### src/rtl/alu_pkg.sv
// Shared definitions for the board-level ALU: default widths and opcode encodings.
package alu_pkg;

  localparam int DEF_SIZEDATA = 8;
  localparam int DEF_SIZEOP   = 6;
  localparam int DEF_NBUTTONS = 3;

  // Opcode encodings; anything not listed here drives a zero result.
  typedef enum logic [5:0] {
    OP_SRL = 6'b000010,
    OP_SRA = 6'b000011,
    OP_ADD = 6'b100000,
    OP_SUB = 6'b100010,
    OP_AND = 6'b100100,
    OP_OR  = 6'b100101,
    OP_XOR = 6'b100110,
    OP_NOR = 6'b100111
  } aluOp_e;

endpackage

### src/rtl/alu.sv
// Purely combinational ALU: eight operations on two's complement operands,
// result truncated to the operand width with no carry or overflow flag.
module alu
  import alu_pkg::*;
#(
  parameter int SIZEDATA = DEF_SIZEDATA,
  parameter int SIZEOP   = DEF_SIZEOP
) (
  input  logic [SIZEDATA-1:0] a,
  input  logic [SIZEDATA-1:0] b,
  input  logic [SIZEOP-1:0]   op,
  output logic [SIZEDATA-1:0] result
);

  // Select the operation; shifts use the full unsigned b, so large amounts
  // naturally flush to zero (logical) or to copies of the sign bit (arithmetic).
  always_comb begin
    result = '0;
    case (op)
      OP_ADD:  result = a + b;
      OP_SUB:  result = a - b;
      OP_AND:  result = a & b;
      OP_OR:   result = a | b;
      OP_XOR:  result = a ^ b;
      OP_NOR:  result = ~(a | b);
      OP_SRL:  result = a >> b;
      OP_SRA:  result = $unsigned($signed(a) >>> b);
      default: result = '0;
    endcase
  end

endmodule

### src/rtl/alu_top.sv
// Board-level ALU wrapper: operand A, operand B and opcode are captured from a
// shared switch bank under button control and the ALU result drives the LEDs.
module alu_top
  import alu_pkg::*;
#(
  parameter int SIZEDATA  = DEF_SIZEDATA,
  parameter int SIZEOP    = DEF_SIZEOP,
  parameter int N_BUTTONS = DEF_NBUTTONS
) (
  input  logic                 CLK,
  input  logic                 RESET,
  input  logic [SIZEDATA-1:0]  SWITCHES,
  input  logic [N_BUTTONS-1:0] BUTTONS,
  output logic [SIZEDATA-1:0]  LEDS
);

  logic [SIZEDATA-1:0] r_regA;
  logic [SIZEDATA-1:0] r_regB;
  logic [SIZEOP-1:0]   r_regOp;
  logic [SIZEDATA-1:0] w_aluResult;

  // Capture registers: reset wins, otherwise each button independently
  // reloads its register every cycle it is held high.
  always_ff @(posedge CLK) begin
    if (RESET) begin
      r_regA  <= '0;
      r_regB  <= '0;
      r_regOp <= '0;
    end else begin
      if (BUTTONS[0]) r_regA  <= SWITCHES;
      if (BUTTONS[1]) r_regB  <= SWITCHES;
      if (BUTTONS[2]) r_regOp <= SWITCHES[SIZEOP-1:0];
    end
  end

  alu #(
    .SIZEDATA(SIZEDATA),
    .SIZEOP  (SIZEOP)
  ) u_alu (
    .a     (r_regA),
    .b     (r_regB),
    .op    (r_regOp),
    .result(w_aluResult)
  );

  assign LEDS = w_aluResult;

endmodule

### config.mk
export PLATFORM = sky130hd
export DESIGN_NAME = alu_top
export DESIGN_NICKNAME = d
export VERILOG_FILES = /design/src/rtl/alu_pkg.sv /design/src/rtl/alu.sv /design/src/rtl/alu_top.sv
export SDC_FILE = /design/constraint.sdc
export NUM_CORES = 1
export LEC_CHECK = 0
export CORE_MARGIN = 5
export CORE_UTILIZATION = 55
export CTS_CLUSTER_SIZE = 24
export DETAILED_ROUTE_END_ITERATION = 8
export HOLD_SLACK_MARGIN = 0.02
export PLACE_DENSITY = 0.77
export SETUP_SLACK_MARGIN = 0.02
export SLEW_MARGIN = 10
export SYNTH_ARGS = -nofsm -noshare
export SYNTH_HDL_FRONTEND = slang
export SYNTH_SLANG_ARGS = --single-unit
### constraint.sdc
create_clock -name CLK -period 4.7 [get_ports CLK]
set_clock_uncertainty 0.1 [all_clocks]
set_input_delay 1.41 -clock CLK [delete_from_list [all_inputs] [get_ports CLK]]
set_output_delay 1.41 -clock CLK [all_outputs]
set_load 0.1 [all_outputs]
== Word-level counts from Yosys, hierarchy flattened ==
Index checks and enable logic that the tools add are counted.
Storage, ports and cells
  output and inout bits: 8
  bits of input ports: 13
  flip-flop bits (word level): 22
Operators by class
  multiplexer cells: 1
  shift-type cells: 2
  equality and inequality tests: 8
  bitwise logic cells: 4
  add/sub/neg operators: 2
Operators by type and width (number)
  $pmux 8 s8: 1
  $eq 6x6->1 const B: 6
  $eq 6x2->1 const B: 2
  $add 8x8->8: 1
  $and 8x8->8: 1
  $not 8->8: 1
  $or 8x8->8: 1
  $shr 8x8->8: 1
  $sshr 8x8->8: 1
  $sub 8x8->8: 1
  $xor 8x8->8: 1

== Depth between registers and ports, before layout ==
Gate-level depths: netlist of run 1.
  depth in word-level cells: 3
  depth in mapped cells: 13

== Hierarchy ==
From an unflattened synthesis of run 1, not the netlist that was laid out.
Second synthesis, totals
  cell total of the unflattened synthesis: 301
  area total of the unflattened synthesis: 2461.1 µm²
By module, submodules not included
  alu: area an instance 1677.9 µm², times used 1, cells an instance 230
  alu_top: area an instance 783.3 µm², times used 1, cells an instance 71

== Least setup slack after synthesis of run 1 ==
OpenSTA, ideal clock, no wires.
  kind: reg-to-output
  start point: reg r_regB[4]
  end point: out LEDS[4]
  buffers on the path: 1
  cell stages (with the launch flop): 6
  data required time: 3.190 ns
  slack: -1.420 ns
  data arrival time: 4.610 ns
  cells stage by stage: dfxtp_1 -> or4_1 -> buf_6 -> nor2_1 -> a221o_1 -> o311ai_0
Between the ends
  word-level cells in the longest chain between the ends: 3
  elaborated cells between the ends (all ways): 9
  those cells by class: 2 x add/sub; 2 x shift; 1 x mux; 4 x bitwise
Ends and longest elaborated chain
  start, declared: RTL line alu_top.sv:18  | logic [SIZEDATA-1:0] r_regB;
  start signal, assigned: RTL line alu_top.sv:27  | r_regB <= '0;
  start signal, assigned: RTL line alu_top.sv:31  | if (BUTTONS[1]) r_regB <= SWITCHES;
  parallel branches: the longest is 2 deep, another holds $sub 8x8->8
  $pmux 8 s8 (*): RTL line alu.sv:19  | case (op)
  end, declared: RTL line alu_top.sv:14  | output logic [SIZEDATA-1:0] LEDS
Every way passes the cells marked *.

== Worst setup path in the final report of run 1 ==
  start point: reg r_regOp[2]
  end point: out LEDS[7]
Between the ends
  word-level cells in the longest chain between the ends: 2
  elaborated cells between the ends (all ways): 9
  those cells by class: 8 x eq/ne; 1 x mux
Ends and longest elaborated chain
  start, declared: RTL line alu_top.sv:19  | logic [SIZEOP-1:0] r_regOp;
  start signal, assigned: RTL line alu_top.sv:32  | if (BUTTONS[2]) r_regOp <= SWITCHES[SIZEOP-1:0];
  $eq 6x2->1 or $eq 6x6->1 (tied branches): RTL line alu.sv:19
  $pmux 8 s8 (*): RTL line alu.sv:19
Every way passes the cells marked *; elsewhere a longest branch is shown, timed or not.

==> run_results.csv, run 1 <==
group,metric,value,unit
run_status,status,"finished, final reports clean",
worst_setup_path,end_kind,"primary output",
synthesis,synth_nets,328,
pwr,p_leak,1.19,nW
worst_setup_path,crit_required,3.19,ns
finish,n_fill_cell,361,
cts,cts-resized-gates,0,
worst_setup_path,worstPathArrival,2.92,ns
sta,fin_crit_sh,0.944,
pwr,power,687,uW
synthesis,synthCells,290,
worst_hold_path,hold_class,"register to register",
detailed_routing,routed_wl,6.05,mm
worst_setup_path,crit_path_start_kind,"register",
detailed_routing,dr.pass1.iters,4,
floorplan,fp.coreArea,4260,um^2
synthesis,synthTopCellsByCount,"35 x mux2i_1, 35 x nor2_1, 24 x ha_1",
synthesis,synth_top_area_cell,"dfxtp_1",
worst_setup_path,critPathSlowestCell,"dfxtp_1",
place,place_congestion,0.945,
sta,fmax,225,MHz
grt,grt_usage,0.227,
worst_setup_path,worstPathMaxFanout,8,
cts,clk_latency,0.26,ns
floorplan,die_area,5740,um^2
detailed_routing,vias,2173,
synthesis,async_flop_share,0,
place,port-buffer-count,20,
grt,gr-total-overflow,0,
sta,slew_viol_final,0,
cts,cts_made_buffers,3,
sta,worst_slew_pin_slew,0.739,ns
run,max_cap_viol_count,0,
finish,multi_input_area,1800,um^2
grt,grt_pass1_vias,2123,
finish,drive_above_1_share,0.105,
sta,relSlewSlack,0.506,
floorplan,ios,21,
grt,antenna_found_initial,0,
sta,hold_viol,0,
detailed_routing,wire_per_inst,17.0,um
cts,cts_root_buf,"clkbuf_8",
sta,finalSetupViolCount,0,
cts,tritoncts,"done",
cts,post-cts-setup-buffers,0,
synthesis,syn_avg_cell_area,8.20,um^2
sta,rsz0062_at_grt,"no",
synthesis,ys_ff_latch,22,
synthesis,synth_edf_count,0,
sta,worst_slack,0.265,ns
finish,nets,344,
synthesis,yosys_warnings,0,
synthesis,seq_area_frac_synth,0.185,
finish,area_growth,17.4,%
worst_setup_path,max_stage_delay,0.37,ns
worst_setup_path,critPathTopFamily,"compound AO/OA/AOI/OAI gates",
place,place_hpwl,4.76,mm
synthesis,synthFlopType,"dfxtp_1",
cts,cts_max_level,1,
place,place_ws,0.473,ns
synthesis,synth_area,2380,um^2
cts,cts_sinks,22,
floorplan,initial_core_util,0.558,
worst_setup_path,cp_num_buf_inv,2,
synthesis,synth_cell_types,55,
floorplan,rows,24,
pwr,ir_worst_vdd,0.249,mV
pwr,power_density,246,nW/um^2
finish,layout.area.seq,440,um^2
cts,postCtsHoldBufs,0,
cts,cts_buffer_depth,2,
detailed_routing,ant_nets,0,
grt,grt_pass1_wl,10.1,mm
detailed_routing,drt_iter0_drc,126,
worst_setup_path,crit_type,"register to primary output",
floorplan,die_y,75.8,um
worst_setup_path,cp_cell_sequence,"nor3_4 -> nand2_1 -> o21ai_1 -> inv_1 -> ha_1 -> nor2b_1 -> o2111ai_1 -> a31oi_1 -> nor3_1 -> o31ai_4 -> buf_12",
cts,clk_pin_slew,0.08,ns
detailed_routing,drc_errors,0,
sta,fin_crit,4.43,ns
floorplan,die_w,75.8,um
detailed_routing,via_per_inst,6.09,
finish,insertedDiodeCount,0,
grt,grt_max_degree,24,
synthesis,yosysTopAreaCellShare,0.185,
synthesis,yosys-top-cells-area,"dfxtp_1 19%, mux2i_1 15%, ha_1 13%",
[per-layer routing]
layer | vias to the layer above | global-route usage | share of wire
met5 | - | 0 | 0
met4 | 0 | 0.0641 | 0.018
met3 | 10 | 0.0277 | 0.071
met2 | 72 | 0.367 | 0.47
met1 | 1010 | 0.316 | 0.44
li1 | 1081 | - | -
[state kept, by name, summed over array words and instances, names as in the netlist]
register	cells
r_regOp	6
r_regA	8
r_regB	8
[worst reg2reg max path: cells and delay by family (launching register included)]
kind             cells  cell delay (ns)
AND/OR/NAND/NOR      1             0.10
flip-flops           1             0.66
multiplexers         1             0.14
[cells by family after synthesis]
family                     share of synthesized area
xor gates and xnor gates                      0.0663
adders and majority gates                      0.135
AOI/OAI and AO/OA                              0.192
buffers and inverters                         0.0679
DFF                                            0.185
muxes                                          0.166
and+or+nand+nor                                0.188
[cell type report]
cell class | instances | area share
well taps | 52 | 0.0233
multi-input cells | 232 | 0.646
repair buffers | 28 | 0.122
clock inverters | 1 | 0.0108
flip-flops and latches | 22 | 0.158
clock buffers | 3 | 0.0148
inverters | 19 | 0.0255
[through the flow]
| step | area, um^2 | utilization | cells | TNS, ns | hold WS, ns |
|---|---|---|---|---|---|
| final | 2790 | 0.655 | 357 | 0 | 0.457 |
| after global routing | 2790 | 0.655 | 357 | 0 | 0.502 |
| after CTS | 2790 | 0.655 | 357 | 0 | 0.459 |
| after detailed placement | 2720 | 0.638 | 353 | 0 | 0.450 |
| after global placement | 2720 | 0.638 | 353 | 0 | 0.443 |
| after floorplan | 2410 | - | 290 | -0.243 | 0.408 |
[power breakdown]
| group | leakage (nW) | internal [mW] | switching [mW] |
|---|---|---|---|
| registers | 0.182 | 0.198 | 0.0226 |
| clock network | 0.0357 | 0.114 | 0.0605 |
| logic | 0.973 | 0.124 | 0.169 |
| total | 1.19 | 0.435 | 0.252 |
[final timing paths]
kind	from	to	slack [ns]	depth (start not counted)
setup / recovery	r_regOp[2]	LEDS[7]	0.27	11
hold / removal	r_regA[0]	r_regA[0]	0.46	2
hold reg to reg	r_regA[0]	r_regA[0]	0.46	2
setup reg to reg	r_regA[7]	r_regA[7]	3.63	2
[placed cells by master, fill, tap and decap left out, types with 4 or more instances in the layout]
cell type,count
buf_12,8
nor3_1,8
nor2_1,35
a211oi_1,5
dfxtp_1,22
o21ai_0,8
xor2_1,5
nand3_1,5
mux2_2,4
nand2_1,13
mux2i_1,35
a21oi_1,13
inv_1,17
clkdlybuf4s50_1,12
buf_4,8
nor2b_1,6
ha_1,24
o22ai_1,4
o21a_1,4
xnor2_1,13
Power figures use the tool's default switching activity.
==> run 2: changes to the inputs <==
- CORE_ASPECT_RATIO: unset -> 1.5
- HOLD_SLACK_MARGIN: 0.02 -> unset
==> run 2 against run 1 <==
  * Global-route usage fell by 1.2 points
  * Setup slack lost 0.022 ns
  * Register-to-register slack got worse by 0.06 ns
  * Clock-buffer cell count stayed put
  * Fmax down 0.50%
  * Via count increased by 2.6%
  * Combinational power increased by 1%
  * Final cell count down 1.4%
  * Utilization rose by 0.86 points
  * Flip-flop and latch count is the same
  * Non-clock buffer count rose by 1
  * Largest cell class unchanged
==> run_results.csv, run 2 (synthesized netlist as in run 1, its figures left out) <==
group,metric,value,unit
sta,rsz0062_at_grt,"no",
cts,cts_root_buf,"clkbuf_8",
finish,final_cell_mix,"35 x nor2_1, 35 x mux2i_1, 24 x ha_1, 22 x dfxtp_1, 17 x inv_1",
grt,antenna_found_initial,0,
grt,grt_max_degree,24,
place,place_ws,0.493,ns
cts,post-cts-setup-buffers,0,
detailed_routing,dr.pass1.iters,4,
worst_setup_path,rr_endpoint,"r_regB[3]",
detailed_routing,routed_wl,6.14,mm
grt,grt_pass1_wl,10.4,mm
finish,fin_cells,352,
pwr,ir_worst_vdd,0.285,mV
finish,area_growth,17.4,%
sta,fin_crit,4.46,ns
floorplan,die_y,90.5,um
cts,tritoncts,"done",
pwr,power_density,247,nW/um^2
pwr,p_leak,1.20,nW
run_status,status,"finished, final reports clean",
finish,nets,345,
worst_hold_path,hold_class,"register to register",
sta,worst_slew_pin_slew,0.746,ns
floorplan,initial_core_util,0.565,
cts,cts_made_buffers,3,
detailed_routing,ant_nets,0,
place,dp.cells,348,
finish,top_regs,"r_regA (8), r_regB (8), r_regOp (6)",
finish,n_fill_cell,376,
worst_setup_path,r2r_setup_slack,3.57,ns
floorplan,ios,21,
worst_setup_path,reg2reg_depth,2,
place,port-buffer-count,20,
place,place_hpwl,4.81,mm
sta,tns,0,ns
sta,hold_viol,0,
place,placed_cell_area,2720,um^2
worst_setup_path,end_kind,"primary output",
sta,finalSetupViolCount,0,
detailed_routing,drc_errors,0,
cts,cts_max_level,1,
floorplan,rows,29,
grt,gr-total-overflow,0,
grt,grt_usage,0.215,
sta,relSlewSlack,0.501,
finish,post-route-util,0.663,
grt,grt_pass1_vias,2162,
worst_setup_path,endpoint,"LEDS[7]",
worst_setup_path,crit_top_cell,"o21ai_0",
worst_setup_path,critPathSlowestCell,"or4_1",
finish,insertedDiodeCount,0,
floorplan,die_w,63.7,um
worst_setup_path,worstPathMaxFanout,12,
run,max_cap_viol_count,0,
worst_setup_path,cp_cell_sequence,"or4_1 -> o21ai_0 -> xnor2_1 -> ha_1 -> o21ai_0 -> a31oi_1 -> o21a_1 -> o31ai_4 -> buf_12",
worst_setup_path,r2r-start,"r_regB[3]",
cts,postCtsHoldBufs,0,
sta,worst_slack,0.243,ns
worst_setup_path,worstPathArrival,2.95,ns
floorplan,die_area,5770,um^2
sta,fmax,224,MHz
finish,drive_above_1_share,0.108,
worst_setup_path,crit_required,3.19,ns
floorplan,fp.coreArea,4210,um^2
cts,cts_sinks,22,
cts,clk_latency,0.26,ns
worst_setup_path,crit_type,"register to primary output",
worst_setup_path,crit_start,"r_regB[3]",
place,place_congestion,0.946,
worst_setup_path,crit_path_start_kind,"register",
worst_setup_path,max_stage_delay,0.62,ns
cts,clk_pin_slew,0.08,ns
detailed_routing,via_per_inst,6.34,
sta,slew_viol_final,0,
cts,cts_buffer_depth,2,
detailed_routing,drt_iter0_drc,133,
finish,stdcell_area,2790,um^2
detailed_routing,vias,2230,
detailed_routing,wire_per_inst,17.4,um
sta,fin_crit_sh,0.948,
## run 2: report_power, final
group          leakage [nW]  switching, mW  total [mW]  internal (mW)
Combinational         0.978          0.172       0.297          0.125
Sequential            0.182         0.0216       0.219          0.198
Clock                0.0357         0.0598       0.174          0.114
## run 2: layout make-up
class / instances / area (um^2) / area share
Clock inverter: 1 / 30.0 / 0.0108
Sequential cell: 22 / 440 / 0.158
Tap cell: 46 / 57.6 / 0.0206
Multi-Input combinational cell: 232 / 1800 / 0.646
Inverter: 19 / 71.3 / 0.0255
Clock buffer: 3 / 41.3 / 0.0148
Timing Repair Buffer: 29 / 348 / 0.125
## run 2: timing repair
| item | in CTS | in global routing |
|---|---|---|
| endpoints found under the hold margin | 0 | 0 |
| endpoints found under the setup margin | 0 | 1 |
| gates resized for setup | 0 | 1 |
## run 2: critical path, delay by kind of cell, from the launching register on
family                   cells  cell delay [ns]
XOR/XNOR                     1             0.14
flip-flops                   1             0.51
adder cells (fa/ha/maj)      1             0.29
buffers and inverters        1             0.21
AO/OA/AOI/OAI                5             0.91
AND/OR/NAND/NOR              1             0.62
## run 2: how the worst min path moves through the flow
stage                from          to  slack [ns]  cells after the start
6_report       r_regOp[5]  r_regOp[5]        0.47                      2
5_1_grt         r_regA[0]   r_regA[0]        0.47                      2
4_1_cts         r_regA[0]   r_regA[0]        0.46                      2
3_5_place_dp    r_regA[0]   r_regA[0]        0.44                      2
3_3_place_gp    r_regA[0]   r_regA[0]        0.44                      2
2_1_floorplan   r_regA[0]   r_regA[0]        0.41                      2
## run 2: routing by layer
layer  global-route usage  wire [um]
met2                0.349       2960
met5                    0          0
met3               0.0149        370
met4                0.120        295
met1                0.275       2500
## run 2: through the flow
| step | hold WS, ns | total power, mW |
|---|---|---|
| after floorplan | 0.408 | 0.439 |
| after global placement | 0.445 | 0.510 |
| after detailed placement | 0.445 | 0.515 |
| after CTS | 0.458 | 0.691 |
| after global routing | 0.468 | 0.731 |
| final | 0.468 | 0.690 |
==> run 3: changes to the inputs <==
--- a/config.mk
+++ b/config.mk
@@ -6,4 +6,5 @@
 export NUM_CORES = 1
 export LEC_CHECK = 0
+export CAP_MARGIN = 5
 export CORE_ASPECT_RATIO = 1.5
 export CORE_MARGIN = 5
==> constraint.sdc (replaced) <==
create_clock -name CLK -period 4.7 [get_ports CLK]
set_clock_uncertainty 0.1 [all_clocks]
set_input_delay 0.705 -clock CLK [delete_from_list [all_inputs] [get_ports CLK]]
set_output_delay 0.705 -clock CLK [all_outputs]
set_load 0.1 [all_outputs]
==> run 3 against run 2 <==
  * Hold slack gained 0.0054 ns
  * Design area decreased by 5.7%
  * Clock-buffer cell count unchanged
  * Die area stayed put
  * Highest routed layer unchanged
==> run_results.csv, run 3 (synthesized netlist as in run 1, its figures left out) <==
group,metric,value,unit
run_status,status,"finished, final reports clean",
place,place_congestion,1.05,
worst_setup_path,r2r_setup_slack,3.58,ns
pwr,p_int,367,uW
worst_hold_path,hold_depth,2,
pwr,clock_power_share,0.183,
finish,area_growth,10.7,%
detailed_routing,routed_wl,6.17,mm
detailed_routing,wire_per_inst,17.8,um
detailed_routing,vias,2219,
worst_setup_path,critPathTopFamily,"compound AO/OA/AOI/OAI gates",
cts,post-cts-setup-buffers,0,
pwr,power_density,231,nW/um^2
sta,fin_crit_sh,0.918,
cts,cts_made_buffers,3,
worst_hold_path,hold_end,"r_regOp[5]",
sta,relSlewSlack,0.507,
cts,cts_buffer_depth,2,
sta,tns,0,ns
sta,hold_viol,0,
worst_setup_path,rr_endpoint,"r_regB[3]",
detailed_routing,dr.pass1.iters,4,
cts,tritoncts,"done",
cts,clk_latency,0.26,ns
finish,drive_above_1_share,0.0900,
place,port-buffer-count,20,
grt,grt_pass1_wl,10.3,mm
cts,cts-resized-gates,0,
floorplan,rows,29,
pwr,power,609,uW
sta,rsz0062_at_grt,"no",
grt,gr-total-overflow,0,
worst_setup_path,crit_start,"r_regB[1]",
worst_setup_path,crit_path_start_kind,"register",
cts,clk_pin_slew,0.07,ns
pwr,pwr-share-comb,0.452,
run,max_cap_viol_count,0,
finish,insertedDiodeCount,0,
sta,fin_crit,4.32,ns
worst_setup_path,crit_top_cell,"ha_1",
floorplan,fp.coreArea,4210,um^2
finish,nets,340,
worst_setup_path,worstPathArrival,3.51,ns
worst_setup_path,reg2reg_depth,2,
worst_setup_path,max_stage_delay,0.67,ns
sta,hold-worst-slack,0.473,ns
grt,grt_pass1_vias,2128,
worst_hold_path,min-delay-start,"r_regOp[5]",
detailed_routing,drc_errors,0,
sta,slew_viol_final,0,
floorplan,die_area,5770,um^2
detailed_routing,via_per_inst,6.41,
sta,finalSetupViolCount,0,
worst_setup_path,crit_type,"register to primary output",
worst_setup_path,cp_cell_sequence,"clkinv_1 -> ha_1 -> nand2_1 -> o21ai_0 -> inv_1 -> ha_1 -> nor2b_1 -> o2111ai_1 -> a31oi_1 -> o21a_1 -> o31ai_2 -> buf_12",
grt,grt_max_degree,24,
detailed_routing,drt_iter0_drc,114,
cts,postCtsHoldBufs,0,
floorplan,initial_core_util,0.565,
grt,antenna_found_initial,0,
pwr,ir_worst_vdd,0.250,mV
floorplan,ios,21,
sta,fmax,232,MHz
worst_setup_path,critPathSlowestCell,"dfxtp_1",
worst_hold_path,hold_class,"register to register",
pwr,p_seq_frac,0.365,
place,place_hpwl,4.86,mm
floorplan,die_w,63.7,um
worst_setup_path,end_kind,"primary output",
sta,worst_slack,0.385,ns
worst_setup_path,worstPathMaxFanout,17,
worst_setup_path,r2r-start,"r_regB[3]",
floorplan,die_y,90.5,um
worst_setup_path,crit_required,3.89,ns
detailed_routing,ant_nets,0,
cts,cts_root_buf,"clkbuf_8",
sta,worst_slew_pin_slew,0.737,ns
finish,final_cell_mix,"35 x nor2_1, 35 x mux2i_1, 24 x ha_1, 22 x dfxtp_1, 17 x inv_1",
cts,cts_sinks,22,
worst_setup_path,cp_num_buf_inv,3,
place,place_ws,0.708,ns
pwr,p_leak,1.14,nW
grt,grt_usage,0.217,
pwr,power.switching_fraction,0.397,
cts,cts_max_level,1,
pwr,p_sw,242,uW
finish,top_regs,"r_regA (8), r_regB (8), r_regOp (6)",
[run 3: cell types whose count changed in the layout (fill, tap and decap cells not counted), sizes merged]
| cell | delta |
|---|---|
| bufinv | -1 |
| buf | -5 |
[run 3: metrics by stage]
step	cell area [um^2]	std cells	utilization
6_report	2630	346	0.625
3_3_place_gp	2590	343	0.616
2_1_floorplan	2390	290	-
5_1_grt	2630	346	0.625
4_1_cts	2630	346	0.625
3_5_place_dp	2590	343	0.616
[run 3: worst max-delay path by stage]
stage | end | slack (ns) | cells after the start
2_1_floorplan | LEDS[6] | 0.31 | 11
3_3_place_gp | LEDS[7] | 0.78 | 12
3_5_place_dp | LEDS[7] | 0.71 | 12
4_1_cts | LEDS[7] | 0.40 | 12
5_1_grt | LEDS[7] | 0.15 | 12
6_report | LEDS[7] | 0.38 | 12
[run 3: area by class of cell]
class | count | area, um^2
Multi-Input combinational cell | 232 | 1790
Fill cell | 373 | 1580
Sequential cell | 22 | 440
Timing Repair Buffer | 24 | 235
Inverter | 19 | 71.3
Tap cell | 46 | 57.6
Clock buffer | 3 | 41.3
[run 3: worst min-delay path, stage by stage (launching register included)]
cell	delay, ns
dfxtp_1	0.35
mux2i_1	0.13
nor2_1	0.05
[run 3: metal layers]
layer / share of wire / vias up / routed length (um) / global-route usage
li1: - / 1068 / - / -
met1: 0.39 / 1035 / 2400 / 0.254
met2: 0.49 / 81 / 3050 / 0.364
met3: 0.053 / 35 / 326 / 0.0237
met4: 0.063 / 0 / 387 / 0.139
met5: 0 / - / 0 / 0
[run 3: power groups by stage]
stage | clock network (mW) | registers, mW | logic, mW
2_1_floorplan | 0 | 0.215 | 0.221
3_3_place_gp | 0 | 0.225 | 0.269
3_5_place_dp | 0 | 0.226 | 0.273
4_1_cts | 0.117 | 0.221 | 0.275
5_1_grt | 0.122 | 0.224 | 0.301
6_report | 0.111 | 0.222 | 0.275
